$ cat src/rtl/shared_mem_arbiter_pkg.sv
// shared_mem_arbiter_pkg: address map defaults, CPU miss value and arbiter state encoding.
package shared_mem_arbiter_pkg;
    localparam logic [31:0] BASE_DEF      = 32'h0000_4000;
    localparam logic [31:0] STAT_ADDR_DEF = 32'h0000_C010;
    localparam logic [31:0] MISS_DATA     = 32'h0000_DEAD;
    typedef enum logic {IDLE = 1'b0, GRANT = 1'b1} arb_state_t;
endpackage

$ cat src/rtl/shared_mem_arbiter_starve_mon.sv
// arb_starve_mon: counts DMA wait cycles (saturating at STARVE) and the number of starvation events.
// Ports: clk, rst (sync, active high), dma_req, dma_ack in; starve_events[15:0] out (saturating).
module arb_starve_mon
    import shared_mem_arbiter_pkg::*;
#(
    parameter int STARVE = 64
) (
    input  logic        clk,
    input  logic        rst,
    input  logic        dma_req,
    input  logic        dma_ack,
    output logic [15:0] starve_events
);
    localparam int WW = $clog2(STARVE + 1);
    localparam logic [WW-1:0] WMAX = WW'(STARVE);
    logic [WW-1:0] wait_cnt;
    logic waiting;
    assign waiting = dma_req && !dma_ack && wait_cnt != WMAX;
    // An event is counted only on the step that brings wait_cnt onto the saturation value.
    always_ff @(posedge clk) begin
        if (rst) begin
            wait_cnt      <= '0;
            starve_events <= '0;
        end else begin
            wait_cnt <= dma_ack ? '0 : waiting ? wait_cnt + 1'b1 : wait_cnt;
            if (waiting && wait_cnt == WMAX - 1'b1 && starve_events != 16'hFFFF)
                starve_events <= starve_events + 1'b1;
        end
    end
endmodule

$ cat src/rtl/shared_mem_arbiter.sv
// shared_mem_arbiter: shares one async-read RAM between the CPU (absolute priority) and a bursting DMA.
// Ports: clk, rst (sync, active high); CPU bus cpu_addr/re/we/wdata in, cpu_rdata/cpu_hit out;
// DMA dma_req/we/addr/wdata/last in, dma_ack/dma_rdata out; RAM mem_addr/we/wdata out, mem_rdata in.
module shared_mem_arbiter
    import shared_mem_arbiter_pkg::*;
#(
    parameter logic [31:0] BASE      = BASE_DEF,
    parameter int          AW        = 12,
    parameter int          BURST_MAX = 16,
    parameter int          STARVE    = 64,
    parameter logic [31:0] STAT_ADDR = STAT_ADDR_DEF
) (
    input  logic          clk,
    input  logic          rst,
    input  logic [31:0]   cpu_addr,
    input  logic          cpu_re,
    input  logic          cpu_we,
    input  logic [31:0]   cpu_wdata,
    output logic [31:0]   cpu_rdata,
    output logic          cpu_hit,
    input  logic          dma_req,
    input  logic          dma_we,
    input  logic [AW-1:0] dma_addr,
    input  logic [31:0]   dma_wdata,
    input  logic          dma_last,
    output logic          dma_ack,
    output logic [31:0]   dma_rdata,
    output logic [AW-1:0] mem_addr,
    output logic          mem_we,
    output logic [31:0]   mem_wdata,
    input  logic [31:0]   mem_rdata
);
    localparam int BW = $clog2(BURST_MAX + 1);
    localparam logic [BW-1:0] BURST_LAST = BW'(BURST_MAX - 1);
    arb_state_t state, state_next;
    logic [BW-1:0] burst_cnt;
    logic [15:0] starve_events;
    logic [31:0] offset, status;
    logic enable, win_hit, stat_hit, yield;
    // Addresses below BASE wrap to huge offsets, so one upper-bits test covers both window bounds.
    assign offset   = cpu_addr - BASE;
    assign win_hit  = (cpu_re || cpu_we) && offset[31:AW] == '0;
    assign stat_hit = (cpu_re || cpu_we) && cpu_addr == STAT_ADDR;
    assign cpu_hit  = win_hit || stat_hit;
    assign status   = {starve_events, 13'b0, enable, state == GRANT, dma_req};
    always_ff @(posedge clk) begin
        if (rst) state <= IDLE;
        else     state <= state_next;
    end
    // Leave GRANT after the word that ends the transfer, fills the burst, or follows a disable.
    always_comb begin
        yield      = dma_ack && (dma_last || burst_cnt == BURST_LAST || !enable);
        state_next = (state == IDLE) ? ((dma_req && enable) ? GRANT : IDLE)
                                     : ((!dma_req || yield) ? IDLE : GRANT);
    end
    always_comb begin
        dma_ack   = !win_hit && state == GRANT && dma_req;
        mem_addr  = win_hit ? offset[AW-1:0] : dma_addr;
        mem_we    = win_hit ? cpu_we : dma_ack && dma_we;
        mem_wdata = win_hit ? cpu_wdata : dma_wdata;
        dma_rdata = mem_rdata;
        cpu_rdata = (win_hit && cpu_re) ? mem_rdata : (stat_hit && cpu_re) ? status : MISS_DATA;
    end
    // IDLE always precedes GRANT, so holding zero in IDLE clears the count on entry.
    always_ff @(posedge clk) begin
        if (rst) begin
            burst_cnt <= '0;
            enable    <= 1'b1;
        end else begin
            burst_cnt <= (state == IDLE) ? '0 : dma_ack ? burst_cnt + 1'b1 : burst_cnt;
            if (stat_hit && cpu_we) enable <= cpu_wdata[2];
        end
    end
    arb_starve_mon #(.STARVE(STARVE)) u_starve (
        .clk          (clk),
        .rst          (rst),
        .dma_req      (dma_req),
        .dma_ack      (dma_ack),
        .starve_events(starve_events)
    );
endmodule

$ cat config.mk
export PLATFORM = sky130hd
export DESIGN_NAME = shared_mem_arbiter
export DESIGN_NICKNAME = d
export VERILOG_FILES = /design/src/rtl/shared_mem_arbiter_pkg.sv /design/src/rtl/shared_mem_arbiter_starve_mon.sv /design/src/rtl/shared_mem_arbiter.sv
export SDC_FILE = /design/constraint.sdc
export NUM_CORES = 1
export LEC_CHECK = 0
export CAP_MARGIN = 0
export CORE_MARGIN = 4
export CORE_UTILIZATION = 33
export DETAILED_ROUTE_END_ITERATION = 8
export PLACE_DENSITY = 0.83
export SYNTH_ARGS = -nofsm -noshare
export SYNTH_HDL_FRONTEND = slang
export SYNTH_SLANG_ARGS = --single-unit
$ cat constraint.sdc
create_clock -name clk -period 14.85 [get_ports clk]
set_clock_uncertainty 0.05 [all_clocks]
set_input_delay 4.455 -clock clk [delete_from_list [all_inputs] [get_ports clk]]
set_output_delay 4.455 -clock clk [all_outputs]
set_load 0.01 [all_outputs]
==> summary.txt, run 1 <==
Setup path
  • Critical path peak fanout: 28
  • Critical Path RT: 10,350 ps
  • WS Path Type: in2out
  • Highest-delay cell along the critical path: or4_1
  • Slowest stage delay, CP: 700 ps
  • Crit path DAT: 8200 ps
  • CP cell instances: clkdlybuf4s50_1, or4_1, xor2_1, nand3_1, nor3_4, buf_4, and2_1, a22o_1, clkdlybuf4s50_1
  • CP Launch Type: input pin
  • Most used cell, CP: clkdlybuf4s50_1
  • CP Capture Type: primary output

Logic synthesis
  • Simple-gate area share of the yosys netlist: 0.259
  • Yosys warnings: 0
  • Adder-Cell Fraction of Synth Area: 0.0208
  • Largest family of logic cells by synthesized area: simple AND/OR/NAND/NOR gates
  • Synth area leader: dfxtp_1
  • Area of the mapped netlist: 0.00301 sq mm
  • Post-synth EDFFs: 0
  • FFs w/ async S/R, synth: 0
  • Most frequent cell after synthesis: mux2_2
  • Post-Synth XOR/XNOR Area: 0.0345
  • Post-Syn Nets: 514
  • Synth Area in Compound Gates: 0.185
  • Synth Area per Inst: 8.31 sq um
  • Ys flop type: dfxtp_1
  • Post-synthesis sequential area ratio: 0.200
  • Netlist cell types: 57
  • Synthesized instance count: 362
  • Multiplexer share of the synthesized area: 0.175
  • Share of the synthesized area in the top cell type: 0.200
  • FF+latch count, synth: 30
  • Top cells by instance count after synthesis: mux2_2 (45), buf_4 (32), dfxtp_1 (30)
  • Top cells by area, synth: dfxtp_1 (20%), mux2_2 (17%), buf_4 (8.0%), a22o_1 (4.7%), nor4_1 (4.0%)

Power
  • Pwr dens: 45.4 mW/mm^2
  • VDD IR-drop max: 0.0000288 V
  • Leakage: 1.91 nW

Clock tree
  • H-tree level count: 2
  • CTS root buf: clkbuf_8
  • Post-CTS Hold Buffers: 0
  • Post-cts resize count: 0
  • Clock sink count: 30
  • Setup Buffers After CTS: 0
  • CTS tree: built
  • Clk_lat worst skew: 280 ps
  • Worst-case clock buffer depth: 2
  • CTS Buf Count: 5
  • Clock Pin Slew Worst Setup and Hold Paths: 60 ps

Placed design
  • Placer Congestion: 0.987
  • HPWL Detailed: 11,900 um
  • Input/output buffers: 257
  • Pre-CTS setup slack: 2190 ps

Die
  • Die Ht: 103 um
  • Die Width: 103 um
  • # rows: 34
  • Initial Util: 0.342
  • Die area: 0.0107 sq mm
  • IO Pins: 258
  • Core region area: 0.00881 sq mm

Cells and area
  • Area grow syn2layout: 83.7%
  • Nets: 728
  • Share of layout cells above drive strength 1: 0.132

Global routing
  • Grt met2 use: 0.435
  • Gr usage total: 0.247
  • Global-route wire length before repair: 19,800 um
  • Busiest grt layer: met2
  • GRT overflow: 0
  • M1 GR Usage: 0.281
  • Largest net degree at the start of global routing: 40
  • GR Util met3: 0.104
  • Initial antenna violation count: 5
  • Vias in the first global route: 3,592

Routing
  • Total number of vias: 3,738
  • Post-Route WL: 13,800 um
  • Detailed Routing Iterations Pass 1: 5
  • WL per Instance: 20.0 um
  • Initial DRC count: 166
  • # DRC: 0
  • Vias per cell: 5.43
  • Final antenna-violating net count: 0

Timing
  • Relative slew slack: 0.250
  • Setup_tns: 0 ps
  • RSZ-0062 raised after global routing: no
  • Setup violations, final: 0
  • Final worst-path cycle share: 0.855
  • Fmax: 78.7 MHz
  • Final setup margin: 2150 ps
  • Worst-Margin Slew: 1120 ps
  • Final hold vios: 0
  • Hold slack: 436 ps
  • Fin. max-slew vios: 0
  • Final worst path period need: 12,700 ps

Run
  • Maxcap violations: 0

Outcome
  • Outcome: completed

Hold path
  • Hold Path Class: reg2reg
==> per-layer routing <==
layer	up-vias	wire (um)
li1	1773	-
met1	1727	4920
met2	206	6830
met3	22	1790
met4	10	159
met5	-	75
==> final timing paths <==
kind,slack [ps],endpoint,cells after the start,startpoint
hold reg to reg,440,burst_cnt[3],2,burst_cnt[3]
setup / recovery,2150,cpu_rdata[29],9,cpu_addr[14]
setup reg to reg,12410,u_starve.starve_events[14],7,u_starve.wait_cnt[0]
hold / removal,440,burst_cnt[3],2,burst_cnt[3]
==> report_power, final <==
group	leakage, nW	internal, mW	switching (mW)	total, mW
clock network	0.0575	0.0467	0.0304	0.0772
registers	0.242	0.0813	0.00101	0.0823
logic	1.61	0.0603	0.0315	0.0917
==> cells in the final DEF, fill, tap and decap left out, drive strengths merged, types with 3 or more instances in the layout <==
cell type / netlist / layout
nand3: 9 / 9
buf: 42 / 5
a22o: 16 / 16
o21ai: 18 / 18
o211ai: 4 / 4
ha: 5 / 5
and3: 11 / 11
o31ai: 5 / 5
nor4: 21 / 21
inv: 7 / 7
o2111ai: 3 / 3
clkbuf: 13 / 8
mux2: 45 / 45
nor2: 20 / 20
nor3: 8 / 8
or3: 10 / 10
xnor2: 9 / 9
diode: 0 / 3
nand2: 18 / 18
dfxtp: 30 / 30
clkdlybuf4s50: 0 / 257
nor4b: 5 / 5
and2: 3 / 3
or2: 3 / 3
nand2b: 5 / 5
a21oi: 14 / 14
or4: 7 / 7
==> worst max-delay path, delay by kind of cell <==
kind | cells | cell delay (ps)
AO/OA/AOI/OAI | 1 | 250
buffers and inverters | 3 | 1290
XOR/XNOR | 1 | 240
AND/OR/NAND/NOR | 4 | 1950
==> registers in the layout, indices dropped and copies added (netlist names) <==
name / count
state: 1
u_starve.wait_cnt: 7
burst_cnt: 5
u_starve.starve_events: 16
enable: 1
==> cell families (layout without fill, tap and decap cells) <==
kind of cell	after synthesis	count (layout)
simple gates	130	130
compound gates	77	77
buf+inv	62	277
mux	47	47
flops	30	30
xor+xnor	11	11
fa+ha+maj	5	5
other cells	0	3
==> metrics by stage <==
stage	cell area [sq um]	total power, mW	util	instances
after global routing	5520	0.261	0.627	685
final	5530	0.251	0.628	688
after detailed placement	5410	0.176	0.614	677
after floorplan	3010	0.113	-	362
after CTS	5520	0.253	0.627	685
after global placement	5410	0.174	0.614	677
==> final cells by class <==
| cell class | instances | area (sq um) |
|---|---|---|
| fill | 710 | 3280 |
| antenna | 3 | 7.51 |
| sequential | 30 | 601 |
| multi-input combinational | 270 | 2040 |
| timing repair buffer | 262 | 2610 |
| tap | 108 | 135 |
| inverter | 7 | 26.3 |
| clock buffer | 8 | 110 |
Power figures use the tool's default switching activity.
==> run 2: changes to the inputs <==
==> constraint.sdc (replaced) <==
create_clock -name clk -period 12.81 [get_ports clk]
set_clock_uncertainty 0.05 [all_clocks]
set_input_delay 3.843 -clock clk [delete_from_list [all_inputs] [get_ports clk]]
set_output_delay 3.843 -clock clk [all_outputs]
set_load 0.01 [all_outputs]
==> summary.txt, run 2 (synthesis gave the netlist of run 1 again) <==
Outcome
  • Outcome: completed

Placed design
  • Input/output buffers: 257
  • # placed instances: 677
  • Placer Congestion: 1.01
  • HPWL Detailed: 12,000 um
  • Pre-CTS setup slack: 1350 ps

Routing
  • Vias per cell: 5.36
  • Total number of vias: 3,671
  • Initial DRC count: 137
  • Post-Route WL: 13,900 um
  • Final antenna-violating net count: 0
  • Detailed Routing Iterations Pass 1: 4
  • # DRC: 0
  • WL per Instance: 20.3 um

Cells and area
  • FF+latch area: 601 sq um
  • Finished Layout Cells: 685
  • Filler instances: 713
  • Final Util: 0.623
  • Max FFs per register: 16
  • Nets: 728
  • Largest registers: u_starve.starve_events (16), u_starve.wait_cnt (7), burst_cnt (5)
  • Commonest non-fill, non-tap cell in the layout: clkdlybuf4s50_1
  • Commonest cells after routing, fill and taps aside: clkdlybuf4s50_1 (257), mux2_2 (45), dfxtp_1 (30)
  • Multi-input logic area: 0.00204 sq mm
  • Share of layout cells above drive strength 1: 0.127
  • Largest Register: u_starve.starve_events
  • Area grow syn2layout: 82.4%

Setup path
  • CP Capture Type: primary output
  • Worst R2R Setup Slack: 10,390 ps
  • Critical path peak fanout: 28
  • WS Path Type: in2out
  • Worst r2r src: u_starve.wait_cnt[0]
  • Worst Reg-to-Reg Cells: 7
  • Crit path DAT: 7550 ps
  • Critical Path RT: 8920 ps
  • FF-to-FF End: u_starve.starve_events[14]
  • CP Launch Type: input pin

Global routing
  • Gr usage total: 0.250
  • Global-route wire length before repair: 19,900 um
  • Largest net degree at the start of global routing: 40
  • Initial antenna violation count: 8
  • Vias in the first global route: 3,553
  • GRT overflow: 0

Clock tree
  • CTS root buf: clkbuf_8
  • Clk_lat worst skew: 280 ps
  • Setup Buffers After CTS: 0
  • Clock sink count: 30
  • Clock Pin Slew Worst Setup and Hold Paths: 60 ps
  • CTS tree: built
  • Post-cts resize count: 0
  • Worst-case clock buffer depth: 2
  • H-tree level count: 2
  • CTS Buf Count: 5
  • Post-CTS Hold Buffers: 0

Hold path
  • Worst hold endpoint: burst_cnt[3]
  • Hold_sp: burst_cnt[3]
  • Hold Path Class: reg2reg
  • Hold path cells: 2

Power
  • Power after layout: 272 uW
  • VDD IR-drop max: 0.0000316 V
  • Leakage: 1.89 nW
  • Pwr dens: 49.5 mW/mm^2

Die
  • Die Ht: 103 um
  • Initial Util: 0.342
  • Core region area: 0.00881 sq mm
  • Die Width: 103 um
  • IO Pins: 258
  • Die area: 0.0107 sq mm
  • # rows: 34

Timing
  • Fin. max-slew vios: 0
  • Final worst-path cycle share: 0.893
  • Setup_tns: 0 ps
  • Setup violations, final: 0
  • Worst-Margin Slew: 1130 ps
  • Relative slew slack: 0.245
  • Fmax: 87.4 MHz
  • Final hold vios: 0
  • RSZ-0062 raised after global routing: no
  • Final worst path period need: 11,440 ps
  • Final setup margin: 1370 ps

Run
  • Maxcap violations: 0
[run 2: changes by cell type in the layout (fill, tap and decap cells not counted)]
cell	previous run	this run
clkbuf_8	8	5
clkbuf_1	0	2
diode_2	3	1
[run 2: stage by stage]
step | area [sq um] | hold slack [ps]
5_1_grt | 5490 | 466
3_5_place_dp | 5410 | 440
3_3_place_gp | 5410 | 414
2_1_floorplan | 3010 | 403
4_1_cts | 5490 | 448
6_report | 5490 | 445
[run 2: worst max-delay path, stage by stage]
cell and delay, ps:
clkdlybuf4s50_1 440, or4_1 700, xor2_1 240, nand3_1 350, nor3_4 290, buf_4 320
and2_1 570, a22o_1 250, clkdlybuf4s50_1 540
[run 2: final cells by class]
type | instances | area share
repair buffers | 262 | 0.475
diodes | 1 | 0.000456
well taps | 108 | 0.0246
inverters | 7 | 0.00479
clock buffers | 7 | 0.0139
multi-input cells | 270 | 0.371
flip-flops and latches | 30 | 0.109
[run 2: where the power goes]
part	internal [mW]	total, mW	switching [mW]
combinational	0.0699	0.107	0.0368
sequential	0.0942	0.0954	0.00118
clock	0.0373	0.0697	0.0325
total	0.201	0.272	0.0704
[run 2: worst max-delay path by stage]
stage | start | end | slack, ps | cells past startpoint
after detailed placement | cpu_addr[14] | cpu_rdata[26] | 1350 | 9
after global routing | cpu_addr[14] | cpu_rdata[26] | 1120 | 9
final | cpu_addr[14] | cpu_rdata[26] | 1370 | 9
after floorplan | cpu_addr[14] | cpu_rdata[21] | 2890 | 9
after CTS | cpu_addr[14] | cpu_rdata[26] | 1360 | 9
after global placement | cpu_addr[14] | cpu_rdata[27] | 1520 | 9
[run 2: routing by layer]
layer  routed length [um]  track usage  share of wire
met1                 4950        0.269           0.36
met2                 6870        0.447           0.49
met3                 1730        0.113           0.12
met4                  224       0.0568          0.016
met5                  111            0         0.0080
==> run 3: changes to the inputs <==
--- a/config.mk
+++ b/config.mk
@@ -9,6 +9,7 @@
 export CORE_MARGIN = 4
 export CORE_UTILIZATION = 33
 export DETAILED_ROUTE_END_ITERATION = 8
+export HOLD_SLACK_MARGIN = 0.02
 export PLACE_DENSITY = 0.83
 export SYNTH_ARGS = -nofsm -noshare
 export SYNTH_HDL_FRONTEND = slang
==> results of run 3 <==
Same layout as run 2: the final DEF is identical, and so are final timing and power.
